===== src/rtl/branch_pkg.sv =====
// Shared encodings for branch resolution and direction prediction.
// Op codes, 2-bit counter states and the sequential PC step.
package branch_pkg;

  typedef enum logic [2:0] {
    BR_NONE = 3'd0,
    BR_BEQZ = 3'd1,
    BR_BNEZ = 3'd2,
    BR_BLTZ = 3'd3,
    BR_BGEZ = 3'd4,
    BR_JUMP = 3'd5
  } brOp_e;

  localparam logic [1:0] CTR_SNT = 2'b00;
  localparam logic [1:0] CTR_WNT = 2'b01;
  localparam logic [1:0] CTR_WT  = 2'b10;
  localparam logic [1:0] CTR_ST  = 2'b11;

  localparam int PC_INC = 2;

endpackage


===== src/rtl/branch_bht.sv =====
// Table of 2-bit saturating direction counters.
// Combinational read for fetch, saturating update from MEM.
module branch_bht
  import branch_pkg::*;
#(
  parameter int BHT_ENTRIES = 16,
  parameter int IDX_W       = $clog2(BHT_ENTRIES)
) (
  input  logic             clk,
  input  logic             rst,
  input  logic [IDX_W-1:0] rdIdx,
  output logic             rdTaken,
  input  logic             wrEn,
  input  logic [IDX_W-1:0] wrIdx,
  input  logic             wrTaken
);

  logic [1:0] ctr [BHT_ENTRIES];
  logic [1:0] cur;

  assign rdTaken = ctr[rdIdx][1];
  assign cur     = ctr[wrIdx];

  always_ff @(posedge clk) begin
    if (rst) begin
      for (int i = 0; i < BHT_ENTRIES; i++) begin
        ctr[i] <= CTR_WNT;
      end
    end else if (wrEn) begin
      if (wrTaken && cur != CTR_ST) begin
        ctr[wrIdx] <= cur + 2'd1;
      end else if (!wrTaken && cur != CTR_SNT) begin
        ctr[wrIdx] <= cur - 2'd1;
      end
    end
  end

endmodule


===== src/rtl/branch_resolve_unit.sv =====
// Resolves EX branches into a MEM register, flags mispredicts,
// trains the direction table and keeps branch statistics.
module branch_resolve_unit
  import branch_pkg::*;
#(
  parameter  int WIDTH       = 16,
  parameter  int BHT_ENTRIES = 16,
  localparam int IDX_W       = $clog2(BHT_ENTRIES)
) (
  input  logic             clk,
  input  logic             rst,
  input  logic [WIDTH-1:0] if_pc,
  output logic             if_pred_taken,
  input  logic             ex_valid,
  input  logic [2:0]       ex_op,
  input  logic [WIDTH-1:0] ex_pc,
  input  logic [WIDTH-1:0] ex_rs,
  input  logic [WIDTH-1:0] ex_target,
  input  logic             ex_pred_taken,
  input  logic             stall,
  output logic             mem_valid,
  output logic             mem_taken,
  output logic             mem_mispredict,
  output logic [WIDTH-1:0] mem_redirect_pc,
  output logic [15:0]      br_count,
  output logic [15:0]      mispred_count
);

  logic             zf;
  logic             sf;
  logic             taken;
  logic             isBr;
  logic             capture;
  logic             retire;
  logic [WIDTH-1:0] seqPc;
  logic [IDX_W-1:0] memIdx;
  logic             memJump;
  logic             unusedIfPc;

  assign zf      = (ex_rs == '0);
  assign sf      = ex_rs[WIDTH-1];
  assign seqPc   = ex_pc + WIDTH'(PC_INC);
  assign capture = ex_valid & ~stall & ~mem_mispredict & isBr;
  assign retire  = mem_valid & ~stall;

  assign unusedIfPc = ^{if_pc[WIDTH-1:IDX_W+1], if_pc[0]};

  always_comb begin
    taken = 1'b0;
    isBr  = 1'b1;
    case (ex_op)
      BR_BEQZ: taken = zf;
      BR_BNEZ: taken = ~zf;
      BR_BLTZ: taken = sf;
      BR_BGEZ: taken = ~sf;
      BR_JUMP: taken = 1'b1;
      default: isBr  = 1'b0;
    endcase
  end

  always_ff @(posedge clk) begin
    if (rst) begin
      mem_valid       <= 1'b0;
      mem_taken       <= 1'b0;
      mem_mispredict  <= 1'b0;
      mem_redirect_pc <= '0;
      memIdx          <= '0;
      memJump         <= 1'b0;
      br_count        <= '0;
      mispred_count   <= '0;
    end else if (!stall) begin
      mem_valid      <= capture;
      mem_mispredict <= capture & (taken ^ ex_pred_taken);
      if (capture) begin
        mem_taken       <= taken;
        mem_redirect_pc <= taken ? ex_target : seqPc;
        memIdx          <= ex_pc[IDX_W:1];
        memJump         <= (ex_op == BR_JUMP);
      end
      if (mem_valid && br_count != 16'hFFFF) begin
        br_count <= br_count + 16'd1;
      end
      if (mem_valid && mem_mispredict && mispred_count != 16'hFFFF) begin
        mispred_count <= mispred_count + 16'd1;
      end
    end
  end

  branch_bht #(
    .BHT_ENTRIES(BHT_ENTRIES),
    .IDX_W      (IDX_W)
  ) u_bht (
    .clk    (clk),
    .rst    (rst),
    .rdIdx  (if_pc[IDX_W:1]),
    .rdTaken(if_pred_taken),
    .wrEn   (retire & ~memJump),
    .wrIdx  (memIdx),
    .wrTaken(mem_taken)
  );

endmodule


===== config.mk =====
export PLATFORM = sky130hd
export DESIGN_NAME = branch_resolve_unit
export DESIGN_NICKNAME = d
export VERILOG_FILES = /design/src/rtl/branch_pkg.sv /design/src/rtl/branch_bht.sv /design/src/rtl/branch_resolve_unit.sv
export SDC_FILE = /design/constraint.sdc
export NUM_CORES = 1
export LEC_CHECK = 0
export CAP_MARGIN = 10
export CORE_MARGIN = 3
export CORE_UTILIZATION = 45
export CTS_BUF_LIST = sky130_fd_sc_hd__clkbuf_2
export DETAILED_ROUTE_END_ITERATION = 12
export PLACE_DENSITY = 0.74
export SLEW_MARGIN = 20
export SYNTH_ARGS = -nofsm -noshare
export SYNTH_HDL_FRONTEND = slang
export SYNTH_SLANG_ARGS = --single-unit

===== constraint.sdc =====
create_clock -name clk -period 8 [get_ports clk]
set_clock_uncertainty 0.2 [all_clocks]
set_input_delay 0.8 -clock clk [delete_from_list [all_inputs] [get_ports clk]]
set_output_delay 0.8 -clock clk [all_outputs]
set_load 0.01 [all_outputs]

==> results of run 1 <==
[path summary, 6_finish.rpt]
check	start	end	depth (start not counted)
setup / recovery	if_pc[1]	if_pred_taken	4
hold / removal	mem_redirect_pc[8]	mem_redirect_pc[8]	1
setup reg to reg	flip-flop	u_bht.ctr[2][0]	5
hold reg to reg	mem_redirect_pc[8]	mem_redirect_pc[8]	1
[cells by family (layout without fill, tap and decap cells)]
logic type               after synthesis  after routing  share of synthesized area (%)
AO/OA/AOI/OAI                         92             92                           12.5
flip-flops                            92             92                           42.8
AND/OR/NAND/NOR                      249            249                           26.2
adder cells (fa/ha/maj)                3              3                          0.743
XOR/XNOR                              33             33                           5.72
buffers and inverters                 35            135                           3.10
multiplexers                          22             22                           8.89
[through the flow]
stage	setup WS, ns	utilization [%]	instance area (um2)	hold slack, ns
6_report	4.10	57.9	6310	0.305
3_3_place_gp	4.10	57.0	6210	0.255
5_1_grt	4.02	57.9	6310	0.332
2_1_floorplan	5.24	-	5050	0.278
4_1_cts	4.08	57.9	6310	0.309
3_5_place_dp	4.02	57.1	6220	0.258
[sequential cells by signal (all words and copies together), names as in the netlist, named ones only]
signal / count
br_count: 16
mem_redirect_pc: 16
mem_valid: 1
mem_taken: 1
memJump: 1
u_bht.ctr: 32
mispred_count: 16
mem_mispredict: 1
memIdx: 4
[Yosys cell counts, types with 4 or more instances]
| cell type | instances | area [um2] |
|---|---|---|
| sky130_fd_sc_hd__inv_1 | 6 | 22.5 |
| sky130_fd_sc_hd__nor4_1 | 11 | 68.8 |
| sky130_fd_sc_hd__nand4_1 | 16 | 100 |
| sky130_fd_sc_hd__dfxtp_1 | 60 | 1200 |
| sky130_fd_sc_hd__or3_1 | 7 | 43.8 |
| sky130_fd_sc_hd__o211ai_1 | 11 | 82.6 |
| sky130_fd_sc_hd__nor2_1 | 48 | 180 |
| sky130_fd_sc_hd__o21bai_1 | 16 | 120 |
| sky130_fd_sc_hd__o21ai_0 | 11 | 55.1 |
| sky130_fd_sc_hd__xor2_1 | 10 | 87.6 |
| sky130_fd_sc_hd__nor2_2 | 10 | 62.6 |
| sky130_fd_sc_hd__xnor2_1 | 23 | 201 |
| sky130_fd_sc_hd__nand3b_1 | 20 | 150 |
| sky130_fd_sc_hd__nor3_1 | 12 | 60.1 |
| sky130_fd_sc_hd__a211oi_1 | 5 | 37.5 |
| sky130_fd_sc_hd__nor3b_1 | 6 | 45.0 |
| sky130_fd_sc_hd__nor2b_1 | 5 | 31.3 |
| sky130_fd_sc_hd__nand2_1 | 43 | 161 |
| sky130_fd_sc_hd__clkbuf_1 | 22 | 82.6 |
| sky130_fd_sc_hd__and4_1 | 6 | 52.6 |
| sky130_fd_sc_hd__a21oi_1 | 20 | 100 |
| sky130_fd_sc_hd__nand3_1 | 41 | 205 |
| sky130_fd_sc_hd__a21o_1 | 4 | 30.0 |
| sky130_fd_sc_hd__edfxtp_1 | 32 | 961 |
| sky130_fd_sc_hd__nand2b_1 | 7 | 43.8 |
| sky130_fd_sc_hd__mux4_2 | 15 | 338 |
| sky130_fd_sc_hd__and3_1 | 4 | 25.0 |
[final cells by class]
type / instances / area share (%)
multi-input combinational: 399 / 43.4
sequential: 92 / 34.3
timing repair buffer: 113 / 17.8
tap: 140 / 2.78
clock buffer: 12 / 0.952
clock inverter: 4 / 0.417
inverter: 6 / 0.357
[routing by layer]
metal | share of wire [%] | global-route usage [%] | vias to the layer above
met2 | 50 | 34.7 | 113
li1 | - | - | 2152
met4 | 2.4 | 7.61 | 0
met5 | 0 | 0 | -
met3 | 5.1 | 3.70 | 22
met1 | 42 | 27.4 | 2066
[power breakdown]
part           internal [W]  total [W]  switching (W)
clock network     0.0000443   0.000199       0.000155
registers          0.000494   0.000505      0.0000108
logic             0.0000650   0.000124      0.0000593
total              0.000603   0.000829       0.000225
==> impl_metrics.prom, run 1 <==
# TYPE chip_impl_metric gauge
chip_impl_metric{name="n_antenna_cell",unit=""} 0
chip_impl_metric{name="design.core.area",unit="um2"} 10900
chip_impl_metric{name="syn_avg_cell_area",unit="um2"} 9.60
chip_impl_metric{name="drt_wl_cell",unit="um"} 16.5
chip_impl_metric{name="die_height",unit="um"} 112
chip_impl_info{name="grt_setup_unrepaired",value="no"} 1
chip_impl_metric{name="ir_drop_worst_vdd",unit="mV"} 0.0733
chip_impl_metric{name="post-layout-total-power",unit="W"} 0.000829
chip_impl_metric{name="cts.sinks",unit=""} 92
chip_impl_metric{name="gr-usage-all-layers",unit="%"} 20.9
chip_impl_metric{name="cp_slowest_stage_delay",unit="ns"} 0.62
chip_impl_info{name="worst_hold_path_type",value="flip-flop to flip-flop"} 1
chip_impl_metric{name="cts_bufs_inserted",unit=""} 9
chip_impl_metric{name="synth_warnings",unit=""} 0
chip_impl_metric{name="multi_input_comb_area",unit="um2"} 2740
chip_impl_metric{name="detail-route-antenna-nets",unit=""} 0
chip_impl_info{name="clock_tree.root_cell",value="sky130_fd_sc_hd__clkbuf_2"} 1
chip_impl_metric{name="clk-insertion-delay-late",unit="ns"} 0.55
chip_impl_metric{name="drt-pass1-iter-count",unit=""} 5
chip_impl_metric{name="die_area",unit="um2"} 12500
chip_impl_metric{name="cts-resized-gates",unit=""} 0
chip_impl_metric{name="start_util",unit="%"} 46.4
chip_impl_metric{name="power_dens_cells",unit="nW/um2"} 131
chip_impl_metric{name="seq_area",unit="um2"} 2160
chip_impl_metric{name="synthDistinctLibCells",unit=""} 57
chip_impl_info{name="ys_dominant_reg_cell",value="sky130_fd_sc_hd__dfxtp_1"} 1
chip_impl_metric{name="antenna_found_initial",unit=""} 0
chip_impl_metric{name="fmax",unit="GHz"} 0.256
chip_impl_metric{name="r2r_setup_slack",unit="ns"} 4.83
chip_impl_metric{name="grt_first_pass_wirelength",unit="mm"} 21.3
chip_impl_metric{name="post_layout_nonfiller_instances",unit=""} 766
chip_impl_metric{name="worst-path-buf-inv",unit=""} 2
chip_impl_metric{name="final.fill_count",unit=""} 980
chip_impl_metric{name="place.detailed.hpwl",unit="mm"} 9.28
chip_impl_metric{name="timing.slew.headroom",unit="%"} 32.4
chip_impl_metric{name="via_count",unit=""} 4353
chip_impl_metric{name="port_buffers",unit=""} 111
chip_impl_metric{name="crit_fanout",unit=""} 4
chip_impl_info{name="layout_commonest_cell",value="sky130_fd_sc_hd__clkdlybuf4s50_1"} 1
chip_impl_info{name="critPathLaunchType",value="input port"} 1
chip_impl_metric{name="syn-cell-area",unit="um2"} 5050
chip_impl_metric{name="vias_per_cell",unit=""} 5.68
chip_impl_metric{name="cts_hold_buf",unit=""} 0
chip_impl_metric{name="route.detailed.drc",unit=""} 0
chip_impl_metric{name="final_min_period_over_clock_period",unit="%"} 48.8
chip_impl_metric{name="finalHoldViolCount",unit=""} 0
chip_impl_metric{name="post_synth_inst_count",unit=""} 526
chip_impl_metric{name="htree_levels",unit=""} 3
chip_impl_metric{name="static-leakage-power",unit="nW"} 1.89
chip_impl_metric{name="layout-drive-gt1-share",unit="%"} 8.47
chip_impl_metric{name="finalWirelength",unit="mm"} 12.6
chip_impl_metric{name="die_width",unit="um"} 112
chip_impl_metric{name="post-cts-setup-buffer-count",unit=""} 0
chip_impl_metric{name="gr-total-overflow",unit=""} 0
chip_impl_metric{name="syn2layout_area_growth",unit="%"} 24.9
chip_impl_metric{name="finalSetupTns",unit="ns"} 0
chip_impl_info{name="outcome",value="complete, no violations"} 1
chip_impl_info{name="highest_count_cells_in_the_layout_ignoring_fill_and_taps",value="sky130_fd_sc_hd__clkdlybuf4s50_1 (110), sky130_fd_sc_hd__dfxtp_1 (60), sky130_fd_sc_hd__nor2_1 (48)"} 1
chip_impl_metric{name="dp.cells",unit=""} 750
chip_impl_metric{name="worstMarginPinSlew",unit="ns"} 1.01
chip_impl_info{name="crit_chain",value="clkdlybuf4s50_1 -> mux4_2 -> mux4_2 -> clkdlybuf4s50_1"} 1
chip_impl_metric{name="grt_max_degree",unit=""} 91
chip_impl_metric{name="cts.reportedPaths.clkPinSlew",unit="ns"} 0.24
chip_impl_metric{name="clockBufferDepth",unit=""} 2
chip_impl_metric{name="report.final.setup_viol",unit=""} 0
chip_impl_metric{name="final-max-slew-violation-count",unit=""} 0
chip_impl_info{name="critPathTopFamily",value="buffers and inverters"} 1
chip_impl_metric{name="design.final.nets",unit=""} 696
chip_impl_metric{name="top_level_ports",unit=""} 124
chip_impl_metric{name="initialDrtViolationCount",unit=""} 323
chip_impl_metric{name="number_of_nets_produced_by_synthesis",unit=""} 601
chip_impl_info{name="cp_slowest_cell",value="sky130_fd_sc_hd__clkdlybuf4s50_1"} 1
chip_impl_metric{name="synth-seq-cells",unit=""} 92
chip_impl_metric{name="rows",unit=""} 38
chip_impl_info{name="endpoint_kind",value="output port"} 1
chip_impl_metric{name="period_needed",unit="ns"} 3.90
chip_impl_metric{name="async_reset_ff_share",unit="%"} 0
chip_impl_info{name="tritoncts_clock_tree",value="done"} 1
chip_impl_metric{name="number_of_global_route_vias_before_repair",unit=""} 4193
chip_impl_metric{name="critPathArrivalTime",unit="ns"} 2.90
chip_impl_metric{name="max_cap_violations",unit=""} 0
chip_impl_metric{name="number_of_enable_flip_flop_cells_after_synthesis",unit=""} 32
chip_impl_metric{name="place_congestion",unit=""} 0.827
chip_impl_metric{name="cp_data_required_time",unit="ns"} 7.00
chip_impl_info{name="worstSetupPathType",value="input port to output port"} 1
chip_impl_metric{name="seq_area_frac_synth",unit="%"} 42.8
Power figures use the tool's default switching activity.
==> inputs of run 2 (changes only) <==
--- a/config.mk
+++ b/config.mk
@@ -10,7 +10,7 @@
 export CORE_UTILIZATION = 45
 export CTS_BUF_LIST = sky130_fd_sc_hd__clkbuf_2
 export DETAILED_ROUTE_END_ITERATION = 12
-export PLACE_DENSITY = 0.74
+export PLACE_DENSITY = 0.77
 export SLEW_MARGIN = 20
 export SYNTH_ARGS = -nofsm -noshare
 export SYNTH_HDL_FRONTEND = slang
==> constraint.sdc (replaced) <==
create_clock -name clk -period 3.25 [get_ports clk]
set_clock_uncertainty 0.2 [all_clocks]
set_input_delay 0.325 -clock clk [delete_from_list [all_inputs] [get_ports clk]]
set_output_delay 0.325 -clock clk [all_outputs]
set_load 0.01 [all_outputs]
==> impl_metrics.prom, run 2 (synthesis gave the netlist of run 1 again) <==
# TYPE chip_impl_metric gauge
chip_impl_info{name="endpoint_kind",value="flip-flop"} 1
chip_impl_info{name="highest_count_cells_in_the_layout_ignoring_fill_and_taps",value="sky130_fd_sc_hd__clkdlybuf4s50_1 (110), sky130_fd_sc_hd__dfxtp_1 (60), sky130_fd_sc_hd__nor2_1 (48)"} 1
chip_impl_metric{name="finalWorstSetupSlack",unit="ns"} 0.236
chip_impl_metric{name="syn2layout_area_growth",unit="%"} 26.3
chip_impl_metric{name="crit_fanout",unit=""} 16
chip_impl_metric{name="cp_data_required_time",unit="ns"} 3.29
chip_impl_metric{name="vias_per_cell",unit=""} 5.80
chip_impl_metric{name="gr-total-overflow",unit=""} 0
chip_impl_info{name="worst_hold_path_type",value="input port to flip-flop"} 1
chip_impl_metric{name="cts-resized-gates",unit=""} 0
chip_impl_info{name="timing.hold.worst_endpoint",value="mem_redirect_pc[2]"} 1
chip_impl_metric{name="report.final.setup_viol",unit=""} 0
chip_impl_metric{name="via_count",unit=""} 4494
chip_impl_metric{name="swShare",unit="%"} 28.1
chip_impl_metric{name="cts_bufs_inserted",unit=""} 9
chip_impl_metric{name="max_reg_flops",unit=""} 32
chip_impl_metric{name="rows",unit=""} 38
chip_impl_metric{name="cts.reportedPaths.clkPinSlew",unit="ns"} 0.26
chip_impl_metric{name="finalSetupTns",unit="ns"} 0
chip_impl_metric{name="start_util",unit="%"} 46.4
chip_impl_metric{name="gr-usage-all-layers",unit="%"} 21.2
chip_impl_metric{name="antenna_found_initial",unit=""} 0
chip_impl_metric{name="clockBufferDepth",unit=""} 2
chip_impl_metric{name="route.detailed.drc",unit=""} 0
chip_impl_metric{name="cell_internal_pwr",unit="W"} 0.00150
chip_impl_metric{name="number_of_global_route_vias_before_repair",unit=""} 4497
chip_impl_metric{name="clk-insertion-delay-late",unit="ns"} 0.54
chip_impl_metric{name="finalWirelength",unit="mm"} 13.2
chip_impl_metric{name="static-leakage-power",unit="nW"} 1.93
chip_impl_info{name="critPathLaunchType",value="flip-flop"} 1
chip_impl_metric{name="initialDrtViolationCount",unit=""} 267
chip_impl_metric{name="post-cts-setup-buffer-count",unit=""} 0
chip_impl_info{name="worst_r2r_endpoint",value="u_bht.ctr[3][0]"} 1
chip_impl_metric{name="cts.sinks",unit=""} 92
chip_impl_info{name="register_ranked_first_by_flip_flop_count",value="u_bht.ctr"} 1
chip_impl_metric{name="period_needed",unit="ns"} 3.01
chip_impl_metric{name="design.final.nets",unit=""} 705
chip_impl_metric{name="cts_hold_buf",unit=""} 0
chip_impl_metric{name="top_level_ports",unit=""} 124
chip_impl_info{name="tritoncts_clock_tree",value="done"} 1
chip_impl_metric{name="reg2regPathDepth",unit=""} 6
chip_impl_info{name="layout_commonest_cell",value="sky130_fd_sc_hd__clkdlybuf4s50_1"} 1
chip_impl_info{name="globalRoute.busiestLayer",value="met2"} 1
chip_impl_metric{name="die_area",unit="um2"} 12500
chip_impl_info{name="worstSetupPathType",value="flip-flop to flip-flop"} 1
chip_impl_metric{name="die_height",unit="um"} 112
chip_impl_metric{name="r2r_setup_slack",unit="ns"} 0.24
chip_impl_metric{name="place.detailed.hpwl",unit="mm"} 9.90
chip_impl_metric{name="seq_power_share",unit="%"} 59.7
chip_impl_metric{name="ir_drop_worst_vdd",unit="mV"} 0.218
chip_impl_info{name="grt_setup_unrepaired",value="no"} 1
chip_impl_metric{name="timing.slew.headroom",unit="%"} 44.1
chip_impl_metric{name="use_met1",unit="%"} 27.3
chip_impl_metric{name="power_dens_cells",unit="nW/um2"} 326
chip_impl_metric{name="port_buffers",unit=""} 111
chip_impl_metric{name="final-max-slew-violation-count",unit=""} 0
chip_impl_metric{name="final_min_period_over_clock_period",unit="%"} 92.7
chip_impl_metric{name="final.fill_count",unit=""} 946
chip_impl_metric{name="power.share.combinational",unit="%"} 15.2
chip_impl_metric{name="drt_wl_cell",unit="um"} 17.0
chip_impl_metric{name="design.core.area",unit="um2"} 10900
chip_impl_metric{name="grt.met3_usage",unit="%"} 3.97
chip_impl_info{name="outcome",value="complete, no violations"} 1
chip_impl_info{name="clock_tree.root_cell",value="sky130_fd_sc_hd__clkbuf_2"} 1
chip_impl_metric{name="grtUsageMet2",unit="%"} 35.6
chip_impl_metric{name="layout-drive-gt1-share",unit="%"} 9.76
chip_impl_metric{name="detail-route-antenna-nets",unit=""} 0
chip_impl_metric{name="fmax",unit="GHz"} 0.332
chip_impl_metric{name="finalHoldViolCount",unit=""} 0
chip_impl_metric{name="grt_max_degree",unit=""} 90
chip_impl_metric{name="hold_depth",unit=""} 3
chip_impl_metric{name="n_antenna_cell",unit=""} 0
chip_impl_metric{name="place_congestion",unit=""} 0.840
chip_impl_metric{name="drt-pass1-iter-count",unit=""} 5
chip_impl_metric{name="max_cap_violations",unit=""} 0
chip_impl_info{name="holdCritStartpoint",value="ex_target[2]"} 1
chip_impl_metric{name="dp_slack",unit="ns"} 0.245
chip_impl_metric{name="critPathArrivalTime",unit="ns"} 3.05
chip_impl_metric{name="worstMarginPinSlew",unit="ns"} 0.839
chip_impl_metric{name="die_width",unit="um"} 112
chip_impl_metric{name="clk_network_pwr_share",unit="%"} 25.1
chip_impl_metric{name="htree_levels",unit=""} 3
chip_impl_metric{name="p_switching",unit="W"} 0.000586
chip_impl_metric{name="grt_first_pass_wirelength",unit="mm"} 22.0
## run 2: cell count changes in the layout (fill, tap and decap cells not counted), sizes merged
cell / before / now
buf: 3 / 12
inv: 6 / 8
clkbuf: 12 / 10
## run 2: routing by layer
metal	vias up	share of wire [%]
li1	2170	-
met1	2172	43
met4	0	2.7
met5	-	0
met2	128	49
met3	24	5.2
## run 2: cell type report
type / instances / area, um2 / share of cell area [%]
clock inverters: 6 / 47.5 / 0.745
clock buffers: 10 / 50.0 / 0.785
well taps: 140 / 175 / 2.75
multi-input cells: 399 / 2730 / 42.8
flip-flops and latches: 92 / 2160 / 33.9
repair buffers: 122 / 1190 / 18.6
inverters: 6 / 22.5 / 0.353
## run 2: worst max path at each step
stage | startpoint | to | cells after the start
finish | flip-flop | u_bht.ctr[3][0] | 6
global route | flip-flop | u_bht.ctr[3][0] | 6
floorplan | flip-flop | u_bht.ctr[0][0] | 7
detailed placement | if_pc[1] | if_pred_taken | 4
global placement | if_pc[1] | if_pred_taken | 4
CTS | u_bht.ctr[13][1] | if_pred_taken | 3
## run 2: stage by stage
| step | std cells | utilization [%] | hold WS [ns] | total power (W) | cell area [um2] |
|---|---|---|---|---|---|
| 4_1_cts | 775 | 58.6 | 0.0939 | 0.00210 | 6380 |
| 3_5_place_dp | 759 | 57.7 | 0.267 | 0.00158 | 6280 |
| 2_1_floorplan | 526 | - | 0.265 | 0.00142 | 5050 |
| 6_report | 775 | 58.6 | 0.137 | 0.00208 | 6380 |
| 3_3_place_gp | 759 | 57.7 | 0.259 | 0.00157 | 6280 |
| 5_1_grt | 775 | 58.6 | 0.102 | 0.00218 | 6380 |
## run 2: worst max-delay path: stages (launching register included)
cell,delay [ns]
sky130_fd_sc_hd__dfxtp_1,0.37
sky130_fd_sc_hd__buf_4,0.20
sky130_fd_sc_hd__mux4_2,0.54
sky130_fd_sc_hd__mux2i_2,0.33
sky130_fd_sc_hd__nor2_1,0.06
sky130_fd_sc_hd__mux4_2,0.66
sky130_fd_sc_hd__o21bai_1,0.36
## run 2: power by group through the flow
stage / logic, W / registers, W / clock network, W
floorplan: 0.000164 / 0.00126 / 0
global placement: 0.000309 / 0.00126 / 0
detailed placement: 0.000317 / 0.00126 / 0
CTS: 0.000318 / 0.00124 / 0.000536
global route: 0.000345 / 0.00125 / 0.000590
finish: 0.000317 / 0.00124 / 0.000523
==> inputs of run 3 (changes only) <==
--- a/config.mk
+++ b/config.mk
@@ -10,6 +10,7 @@
 export CORE_UTILIZATION = 45
 export CTS_BUF_LIST = sky130_fd_sc_hd__clkbuf_2
 export DETAILED_ROUTE_END_ITERATION = 12
+export GPL_ROUTABILITY_DRIVEN = 1
 export PLACE_DENSITY = 0.77
 export SLEW_MARGIN = 20
 export SYNTH_ARGS = -nofsm -noshare
==> results of run 3 <==
No change in the layout: final DEF, timing and power equal those of run 2.
